===== config.mk =====
export PLATFORM = sky130hd
export DESIGN_NAME = core_boot_sequencer
export DESIGN_NICKNAME = d
export VERILOG_FILES = /design/src/rtl/core_boot_sequencer.sv
export SDC_FILE = /design/constraint.sdc
export NUM_CORES = 1
export LEC_CHECK = 0
export CAP_MARGIN = 20
export CORE_ASPECT_RATIO = 1.1
export CORE_UTILIZATION = 49
export CTS_CLUSTER_DIAMETER = 100
export DETAILED_ROUTE_END_ITERATION = 6
export MAX_ROUTING_LAYER = met4
export PLACE_DENSITY = 0.83
export SLEW_MARGIN = 20
export SYNTH_ARGS = -nofsm -noshare
export SYNTH_HDL_FRONTEND = slang
export SYNTH_SLANG_ARGS = --single-unit

===== constraint.sdc =====
create_clock -name clk -period 2.1 [get_ports clk]
set_clock_uncertainty 0.05 [all_clocks]
set_input_delay 0.21 -clock clk [delete_from_list [all_inputs] [get_ports clk]]
set_output_delay 0.21 -clock clk [all_outputs]
set_load 0.05 [all_outputs]

===== src/rtl/core_boot_sequencer.sv =====
`default_nettype none
// ============================================================================
//  Module   : core_boot_sequencer
//  Purpose  : Brings up the RV32I two-stage core. Holds the core in reset,
//             loads a little-endian program image from a byte stream into
//             instruction memory starting at word 0, then releases the core.
//  Ports    : clk, resetb       - clock, synchronous active-low reset
//             boot_en           - 1 = load an image after reset, 0 = run at once
//             boot_req          - pulse in RUN to reload (core re-held in reset)
//             byte_valid/data   - input byte stream
//             byte_ready        - byte accepted on valid && ready
//             imem_we/addr/wdata- instruction memory write port
//             core_resetb       - registered active-low reset to the core
//             busy, done, err   - status (loading / running / failed)
//  Options  : `define BOOT_CHECKSUM_EN adds a trailing 32-bit checksum word
//             that must equal the mod-2^32 sum of all image words.
//  Revision : 1.0 - initial release
// ============================================================================
module core_boot_sequencer #(
    parameter int IMEM_WORDS  = 1024,
    parameter int ADDR_W      = 10,
    parameter int HOLD_CYCLES = 4
) (
    input  logic              clk,
    input  logic              resetb,
    input  logic              boot_en,
    input  logic              boot_req,
    input  logic              byte_valid,
    input  logic [7:0]        byte_data,
    output logic              byte_ready,
    output logic              imem_we,
    output logic [ADDR_W-1:0] imem_addr,
    output logic [31:0]       imem_wdata,
    output logic              core_resetb,
    output logic              busy,
    output logic              done,
    output logic              err
);

    typedef enum logic [2:0] {
        ST_START = 3'd0,
        ST_LEN   = 3'd1,
        ST_DATA  = 3'd2,
        ST_WRITE = 3'd3,
        ST_HOLD  = 3'd4,
        ST_RUN   = 3'd5,
        ST_ERROR = 3'd6
`ifdef BOOT_CHECKSUM_EN
        ,
        ST_CSUM  = 3'd7
`endif
    } state_t;

    localparam logic [ADDR_W:0] c_IDX_ONE   = {{ADDR_W{1'b0}}, 1'b1};
    localparam logic [7:0]      c_HOLD_LAST = 8'(HOLD_CYCLES - 1);
    localparam logic [31:0]     c_MAX_WORDS = 32'(IMEM_WORDS);

    state_t              r_state;
    state_t              w_next_state;

    logic [1:0]          r_byte_cnt;
    logic [23:0]         r_shift;       // previously accepted bytes of the group
    logic [ADDR_W:0]     r_len;         // one extra bit: N may equal IMEM_WORDS
    logic [ADDR_W:0]     r_word_idx;
    logic [7:0]          r_hold_cnt;
    logic [ADDR_W-1:0]   r_imem_addr;
    logic [31:0]         r_imem_wdata;
    logic                r_byte_ready;
    logic                r_imem_we;
    logic                r_core_resetb;
    logic                r_busy;
    logic                r_done;
    logic                r_err;
`ifdef BOOT_CHECKSUM_EN
    logic [31:0]         r_sum;
`endif

    logic                w_accept;
    logic                w_last_byte;
    logic [31:0]         w_word;
    logic                w_len_bad;
    logic [ADDR_W:0]     w_idx_inc;
    logic                w_last_word;
    logic                w_hold_last;
    logic                w_byte_ready;
    logic                w_imem_we;
    logic                w_core_resetb;
    logic                w_busy;
    logic                w_done;
    logic                w_err;

    // The newest byte lands in the top lane, so after four bytes the first
    // byte of the group has shifted down to bits [7:0] (little-endian).
    assign w_accept    = byte_valid & r_byte_ready;
    assign w_last_byte = w_accept & (r_byte_cnt == 2'd3);
    assign w_word      = {byte_data, r_shift};
    assign w_len_bad   = (w_word == 32'd0) || (w_word > c_MAX_WORDS);
    assign w_idx_inc   = r_word_idx + c_IDX_ONE;
    assign w_last_word = (w_idx_inc == r_len);
    assign w_hold_last = (r_hold_cnt == c_HOLD_LAST);

    // Next state plus the status outputs for that state; the outputs are
    // registered below so they change on the edge that enters the state.
    always_comb begin
        w_next_state = r_state;
        unique case (r_state)
            ST_START: w_next_state = boot_en ? ST_LEN : ST_HOLD;
            ST_LEN: begin
                if (w_last_byte) w_next_state = w_len_bad ? ST_ERROR : ST_DATA;
            end
            ST_DATA: begin
                if (w_last_byte) w_next_state = ST_WRITE;
            end
            ST_WRITE: begin
                if (w_last_word) begin
`ifdef BOOT_CHECKSUM_EN
                    w_next_state = ST_CSUM;
`else
                    w_next_state = ST_HOLD;
`endif
                end else begin
                    w_next_state = ST_DATA;
                end
            end
`ifdef BOOT_CHECKSUM_EN
            ST_CSUM: begin
                if (w_last_byte) w_next_state = (w_word == r_sum) ? ST_HOLD : ST_ERROR;
            end
`endif
            ST_HOLD: begin
                if (w_hold_last) w_next_state = ST_RUN;
            end
            ST_RUN: begin
                if (boot_req) w_next_state = ST_LEN;
            end
            ST_ERROR: w_next_state = ST_ERROR;
            default:  w_next_state = ST_START;
        endcase

        w_byte_ready  = 1'b0;
        w_imem_we     = 1'b0;
        w_core_resetb = 1'b0;
        w_busy        = 1'b0;
        w_done        = 1'b0;
        w_err         = 1'b0;
        unique case (w_next_state)
            ST_LEN, ST_DATA: begin
                w_byte_ready = 1'b1;
                w_busy       = 1'b1;
            end
`ifdef BOOT_CHECKSUM_EN
            ST_CSUM: begin
                w_byte_ready = 1'b1;
                w_busy       = 1'b1;
            end
`endif
            ST_WRITE: begin
                w_imem_we = 1'b1;
                w_busy    = 1'b1;
            end
            ST_HOLD:  w_busy = 1'b1;
            ST_RUN: begin
                w_core_resetb = 1'b1;
                w_done        = 1'b1;
            end
            ST_ERROR: w_err = 1'b1;
            default: ;
        endcase
    end

    always_ff @(posedge clk) begin
        if (!resetb) begin
            r_state       <= ST_START;
            r_byte_cnt    <= 2'd0;
            r_shift       <= 24'd0;
            r_len         <= '0;
            r_word_idx    <= '0;
            r_hold_cnt    <= 8'd0;
            r_imem_addr   <= '0;
            r_imem_wdata  <= 32'd0;
            r_byte_ready  <= 1'b0;
            r_imem_we     <= 1'b0;
            r_core_resetb <= 1'b0;
            r_busy        <= 1'b0;
            r_done        <= 1'b0;
            r_err         <= 1'b0;
`ifdef BOOT_CHECKSUM_EN
            r_sum         <= 32'd0;
`endif
        end else begin
            r_state       <= w_next_state;
            r_byte_ready  <= w_byte_ready;
            r_imem_we     <= w_imem_we;
            r_core_resetb <= w_core_resetb;
            r_busy        <= w_busy;
            r_done        <= w_done;
            r_err         <= w_err;

            // Groups are only ever left after their fourth byte (or by reset),
            // so the 2-bit counter is naturally back at zero at each group start.
            if (w_accept) begin
                r_shift    <= w_word[31:8];
                r_byte_cnt <= r_byte_cnt + 2'd1;
            end

            if (r_state == ST_LEN && w_last_byte && !w_len_bad) begin
                r_len      <= w_word[ADDR_W:0];
                r_word_idx <= '0;
            end

            // Write port registers only change when a word completes, so they
            // keep their last values outside WRITE.
            if (r_state == ST_DATA && w_last_byte) begin
                r_imem_addr  <= r_word_idx[ADDR_W-1:0];
                r_imem_wdata <= w_word;
            end

            if (r_state == ST_WRITE) begin
                r_word_idx <= w_idx_inc;
            end

            if (r_state == ST_HOLD) begin
                r_hold_cnt <= r_hold_cnt + 8'd1;
            end else begin
                r_hold_cnt <= 8'd0;
            end

`ifdef BOOT_CHECKSUM_EN
            if (w_next_state == ST_LEN && r_state != ST_LEN) begin
                r_sum <= 32'd0;
            end else if (r_state == ST_WRITE) begin
                r_sum <= r_sum + r_imem_wdata;
            end
`endif
        end
    end

    assign byte_ready  = r_byte_ready;
    assign imem_we     = r_imem_we;
    assign imem_addr   = r_imem_addr;
    assign imem_wdata  = r_imem_wdata;
    assign core_resetb = r_core_resetb;
    assign busy        = r_busy;
    assign done        = r_done;
    assign err         = r_err;

endmodule
`default_nettype wire


# == Yosys cells after proc, flatten, opt, wreduce, memory -nomap -nowiden ==
# Cells that the tools add are included.
# op_classes
n_addsub,3
eq_ne,15
n_mux,15
n_bitwise,2
order_cmp,1
n_reduce_logical,11
# op_table
operator,count
"32-bit by 11-bit greater-than comparator with 1-bit output, second input constant",1
32-bit logical NOT,1
11-bit 2-to-1 mux,2
3-bit 2-to-1 mux,7
3-bit case mux with 7 select lines,1
"3-bit equality test, second input constant",6
"3-bit by 2-bit equality test with 1-bit output, second input constant",4
"11-bit by 1-bit adder with 11-bit output, second input constant",1
11-bit equality test,1
"8-bit by 1-bit adder with 8-bit output, second input constant",1
"8-bit by 2-bit equality test with 1-bit output, second input constant",1
"3-bit by 1-bit equality test with 1-bit output, second input constant",2
1-bit 2-to-1 mux,5
4-bit OR reduction,1
1-bit logical AND,3
3-bit logical NOT,1
"2-bit by 1-bit adder with 2-bit output, second input constant",1
1-bit bitwise AND,2
"2-bit equality test, second input constant",1
2-bit AND reduction,1
2-bit nonzero test,1
2-bit OR reduction,1
1-bit logical NOT,1
1-bit logical OR,1
# word_totals
in_bits,13
ff_bits,106
out_inout_bits,48

# == Logic depth before layout (Yosys ltp) ==
# Gate-level depths: netlist (run 1).
# depth
depth_word,8
ltp_mapped,8

# == Least setup slack after synthesis (run 1) ==
# No wires, ideal clock.
# synth_path
path_type,register to register
startpoint,register r_byte_ready (netlist: byte_ready)
endpoint,register r_imem_addr[0] (netlist: imem_addr[0])
path_stages_with_launch,9
path_buffers,3
path_slack_ns,-0.237
t_required_ns,1.927
arrival_ns,2.165
cell_sequence,dfxtp_1 and2_1 clkbuf_1 nand3b_1 or3b_2 clkbuf_1 clkbuf_1 nand2_1 a21boi_0
# synth_via
elab_chain_cells,3
# synth_rtl
element,line_no,rtl
start: declaration,68,logic r_byte_ready;
start signal: assignment,192,r_byte_ready <= w_byte_ready;
1-bit bitwise AND,94,assign w_accept = byte_valid & r_byte_ready;
1-bit bitwise AND,95,assign w_last_byte = w_accept & (r_byte_cnt == 2'd3);
1-bit logical AND,213,if (r_state == ST_DATA && w_last_byte) begin
end signal: assignment,214,r_imem_addr <= r_word_idx[ADDR_W-1:0];
end: declaration,66,logic [ADDR_W-1:0] r_imem_addr;
# No other way between the ends.
# A chain may end at the register's enable or synchronous reset.

# == Worst setup path in the final report (run 1) ==
# layout_path
startpoint,register r_shift[3]
endpoint,register r_byte_ready (netlist: byte_ready)
# layout_via
elab_chain_cells,8
word_cells_on_any_way,10
classes_between,order compare: 1; eq/ne: 2; mux: 4; reduce/logical: 3
# layout_rtl
element,line_no,rtl
start: declaration,62,logic [23:0] r_shift;
start signal: assignment,202,r_shift <= w_word[31:8];
32-bit by 11-bit greater-than comparator with 1-bit output / 32-bit logical NOT (equally long branches),97,assign w_len_bad = (w_word == 32'd0) || (w_word > c_MAX_WORDS);
1-bit logical OR (*),97,
3-bit 2-to-1 mux (*) (2 in a row),109,if (w_last_byte) w_next_state = w_len_bad ? ST_ERROR : ST_DATA;
3-bit case mux with 7 select lines (*),106,unique case (r_state)
3-bit by 1-bit equality test with 1-bit output / 3-bit by 2-bit equality test with 1-bit output (equally long branches),146,unique case (w_next_state)
2-bit OR reduction (*),146,
1-bit 2-to-1 mux (*),146,
# Every way passes the cells marked *; elsewhere a longest branch is shown, timed or not.

==> results.cfg, run 1 <==
[critical_path]
worst_setup_path_start_kind = flip-flop
cp.arrival_ns = 2.45
crit_required_ns = 2.30
reg2reg_to = byte_ready$_SDFF_PN0_
r2r_slack_ns = -0.15
reg2reg_depth = 8
crit_fanout = 2
reg2reg_from = r_shift[3]$_SDFFE_PN0P_
crit_path_end_kind = flip-flop
criticalPathCategory = flip-flop to flip-flop

[clock_network]
htreeDepth = 3
root_buffer = clkbuf_8
tritoncts = yes
cts_sinks = 106
path_clk_slew_ns = 0.10
cts_buffers = 9
clk_latency_ns = 0.37
clockBufferDepth = 2

[sta]
finalHoldViolCount = 0
fin_ws_ns = -0.149
max_freq_mhz = 445
slew_headroom_pct = 65.6
rsz0062_at_grt = true
setup_viol = 24
period_needed_ns = 2.25
worstMarginPinSlew_ns = 0.514
fin_crit_sh_pct = 107
tns_ns = -1.93
slew_viol_final = 0

[power_and_ir_drop]
cellLeakagePower_uw = 0.00206
p_seq_share_pct = 58.2
p_int_uw = 2680
pwr-share-comb_pct = 6.9
swShare_pct = 24.0
power_density_mw_per_mm2 = 592
worst_ir_drop_vdd_mv = 0.388
clockPowerShare_pct = 34.9
power.switching_uw = 849

[synthesis]
synthCells = 555
yosys_warnings = 0
ys_ff_latch = 106
post_synth.cell_area_avg_um2 = 8.28
synth_area_mm2 = 0.00460
ys_seq_area_share_pct = 46.2
synth_fp_nets = 571
synth_cell_types = 50

[hold_path]
hold_path.class = primary input to flip-flop
holdCritStartpoint = resetb
whs_path_depth = 3
min_to = r_state[1]$_SDFF_PN0_

[drt]
via_per_inst = 5.47
drt_first_iter_violations = 181
post-route-drc-count = 0
post_drt_wl_per_cell_um = 14.8
dr.pass1.iters = 4
drt-total-wl_um = 11100
ant_nets = 0
via_count = 4116

[global_route]
overflow = 0
antenna_found_initial = 0
grt_max_degree = 56
grt_pass1_wl_um = 18300
track_usage_pct = 23.9
grt_pass1_vias = 4053

[placement]
dpl-instance-area_mm2 = 0.00555
dp_hpwl_um = 7650
place_congestion = 0.813
io_buffers = 60

[finish]
syn2layout_area_growth_pct = 29.7
design_area_mm2 = 0.00596
drive_above_1_share_pct = 18.3
n_antenna_cell = 0
nets = 651

[die]
fp.dieH_um = 104
core_mm2 = 0.00896
dieArea_mm2 = 0.00977
initial_core_util_pct = 51.3
fp-row-count = 36
ios = 61
die_w_um = 94.4

[flow_run]
max-cap-violations = 0

[status]
violations = setup timing
status = finished with violations
registers in the layout, summed over array words and instances (netlist names), 2 cells and up:
signal / cells
r_word_idx: 11
r_state: 3
r_byte_cnt: 2
r_shift: 24
r_len: 11
r_hold_cnt: 8
imem_addr: 10
imem_wdata: 32
placed cells by master, fill, tap and decap left out, drive strengths merged, types with 3 or more instances in the layout:
| cell | count |
|---|---|
| nor3 | 4 |
| a21boi | 83 |
| nand4 | 5 |
| nand2 | 160 |
| and2 | 5 |
| buf | 50 |
| clkdlybuf4s50 | 59 |
| nor4 | 11 |
| clkinv | 3 |
| clkbuf | 10 |
| nor3b | 4 |
| xnor2 | 10 |
| ha | 3 |
| o21ai | 14 |
| nand3b | 3 |
| xor2 | 11 |
| and3 | 4 |
| nand3 | 24 |
| nor2 | 26 |
| dfxtp | 106 |
| or4 | 3 |
| a31oi | 4 |
| or2 | 3 |
worst max path at each step:
stage	start	to	slack [ns]	cells after the start
2_1_floorplan	byte_ready$_SDFF_PN0_	imem_addr[0]$_SDFFE_PN0P_	0.03	8
3_3_place_gp	r_shift[6]$_SDFFE_PN0P_	byte_ready$_SDFF_PN0_	-0.15	7
3_5_place_dp	byte_data[2]	r_state[2]$_SDFF_PN0_	-0.27	8
4_1_cts	r_shift[3]$_SDFFE_PN0P_	err$_SDFF_PN0_	-0.12	8
5_1_grt	r_shift[3]$_SDFFE_PN0P_	err$_SDFF_PN0_	-0.20	8
6_report	r_shift[3]$_SDFFE_PN0P_	byte_ready$_SDFF_PN0_	-0.15	8
area by class of cell:
cell class	instances	area [um^2]
Inverter	1	3.75
Multi-Input combinational cell	408	2510
Clock buffer	10	128
Clock inverter	5	56.3
Sequential cell	106	2130
Tap cell	114	143
Fill cell	711	3000
Timing Repair Buffer	109	995
cells by family after synthesis:
| kind of cell | Yosys count | synth area share [%] |
|---|---|---|
| buffers and inverters | 41 | 3.51 |
| AO/OA/AOI/OAI | 121 | 19.4 |
| flip-flops | 106 | 46.2 |
| AND/OR/NAND/NOR | 263 | 26.2 |
| adder cells (fa/ha/maj) | 3 | 0.817 |
| XOR/XNOR | 21 | 4.00 |
power by group through the flow:
stage	registers [uW]	clock network [uW]	logic (uW)
finish	2060	1230	245
global placement	2100	0	227
detailed placement	2100	0	231
CTS	2060	1250	241
global route	2060	1330	263
floorplan	2120	0	126
per-layer routing:
metal  part of all wire [%]  track usage (%)  vias up
li1                       -                -     2040
met4                    2.8             11.9        0
met1                     42             27.4     1943
met2                     51             40.4      105
met5                      0                -        -
met3                    3.9             3.23       28
synthesized netlist by cell type, drive strengths merged:
cell | number | area (um^2)
a211o | 1 | 8.76
a21boi | 83 | 623
a21o | 1 | 7.51
a21oi | 2 | 10.0
a221oi | 1 | 8.76
a31oi | 4 | 25.0
and2 | 5 | 31.3
and3 | 4 | 25.0
and4 | 2 | 17.5
buf | 5 | 26.3
clkbuf | 35 | 131
dfxtp | 106 | 2120
ha | 3 | 37.5
inv | 1 | 3.75
nand2 | 160 | 601
nand2b | 2 | 12.5
nand3 | 24 | 120
nand3b | 3 | 22.5
nand4 | 5 | 31.3
nand4bb | 2 | 22.5
nor2 | 26 | 97.6
nor2b | 2 | 12.5
nor3 | 4 | 20.0
nor3b | 4 | 30.0
nor4 | 11 | 90.1
nor4bb | 1 | 10.0
o2111ai | 2 | 17.5
o211a | 2 | 20.0
o21a | 1 | 7.51
o21ai | 14 | 70.1
o21ba | 1 | 10.0
o221a | 2 | 22.5
o22ai | 1 | 6.26
o311ai | 1 | 8.76
o31a | 2 | 17.5
o31ai | 2 | 15.0
o41a | 1 | 11.3
or2 | 3 | 18.8
or3b | 2 | 17.5
or4 | 3 | 22.5
xnor2 | 10 | 87.6
xor2 | 11 | 96.3
repair_timing:
action / 4_1_cts / 5_1_grt
cloned: 0 / 0
setup buffers: 3 / 0
setup endpoints to repair: 21 / 29
pin swaps: 17 / 17
resized for setup: 32 / 31
hold buffers: 0 / 0
critical path, cell delays in order, from the launching register on:
cell	delay, ns
dfxtp_2	0.33
or4_4	0.55
buf_6	0.14
nor4_4	0.25
nor4_4	0.06
buf_4	0.14
or4_4	0.41
o311ai_2	0.08
o21ai_1	0.12
through the flow:
stage | setup WS [ns] | utilization [%] | hold WS, ns | total power (uW) | cells
floorplan | 0.0286 | - | 0.305 | 2240 | 555
detailed placement | -0.267 | 62.0 | 0.409 | 2330 | 735
global placement | -0.153 | 62.0 | 0.404 | 2330 | 735
global route | -0.204 | 66.5 | 0.159 | 3650 | 753
finish | -0.149 | 66.5 | 0.120 | 3530 | 753
CTS | -0.118 | 65.3 | 0.117 | 3540 | 753
Note: power is estimated with default switching activity, not from simulation.
==> run 2: changes to the inputs <==
SLEW_MARGIN = default   (was 20)
==> results of run 2 <==
Final layout, timing and power as in run 1 (identical DEF).
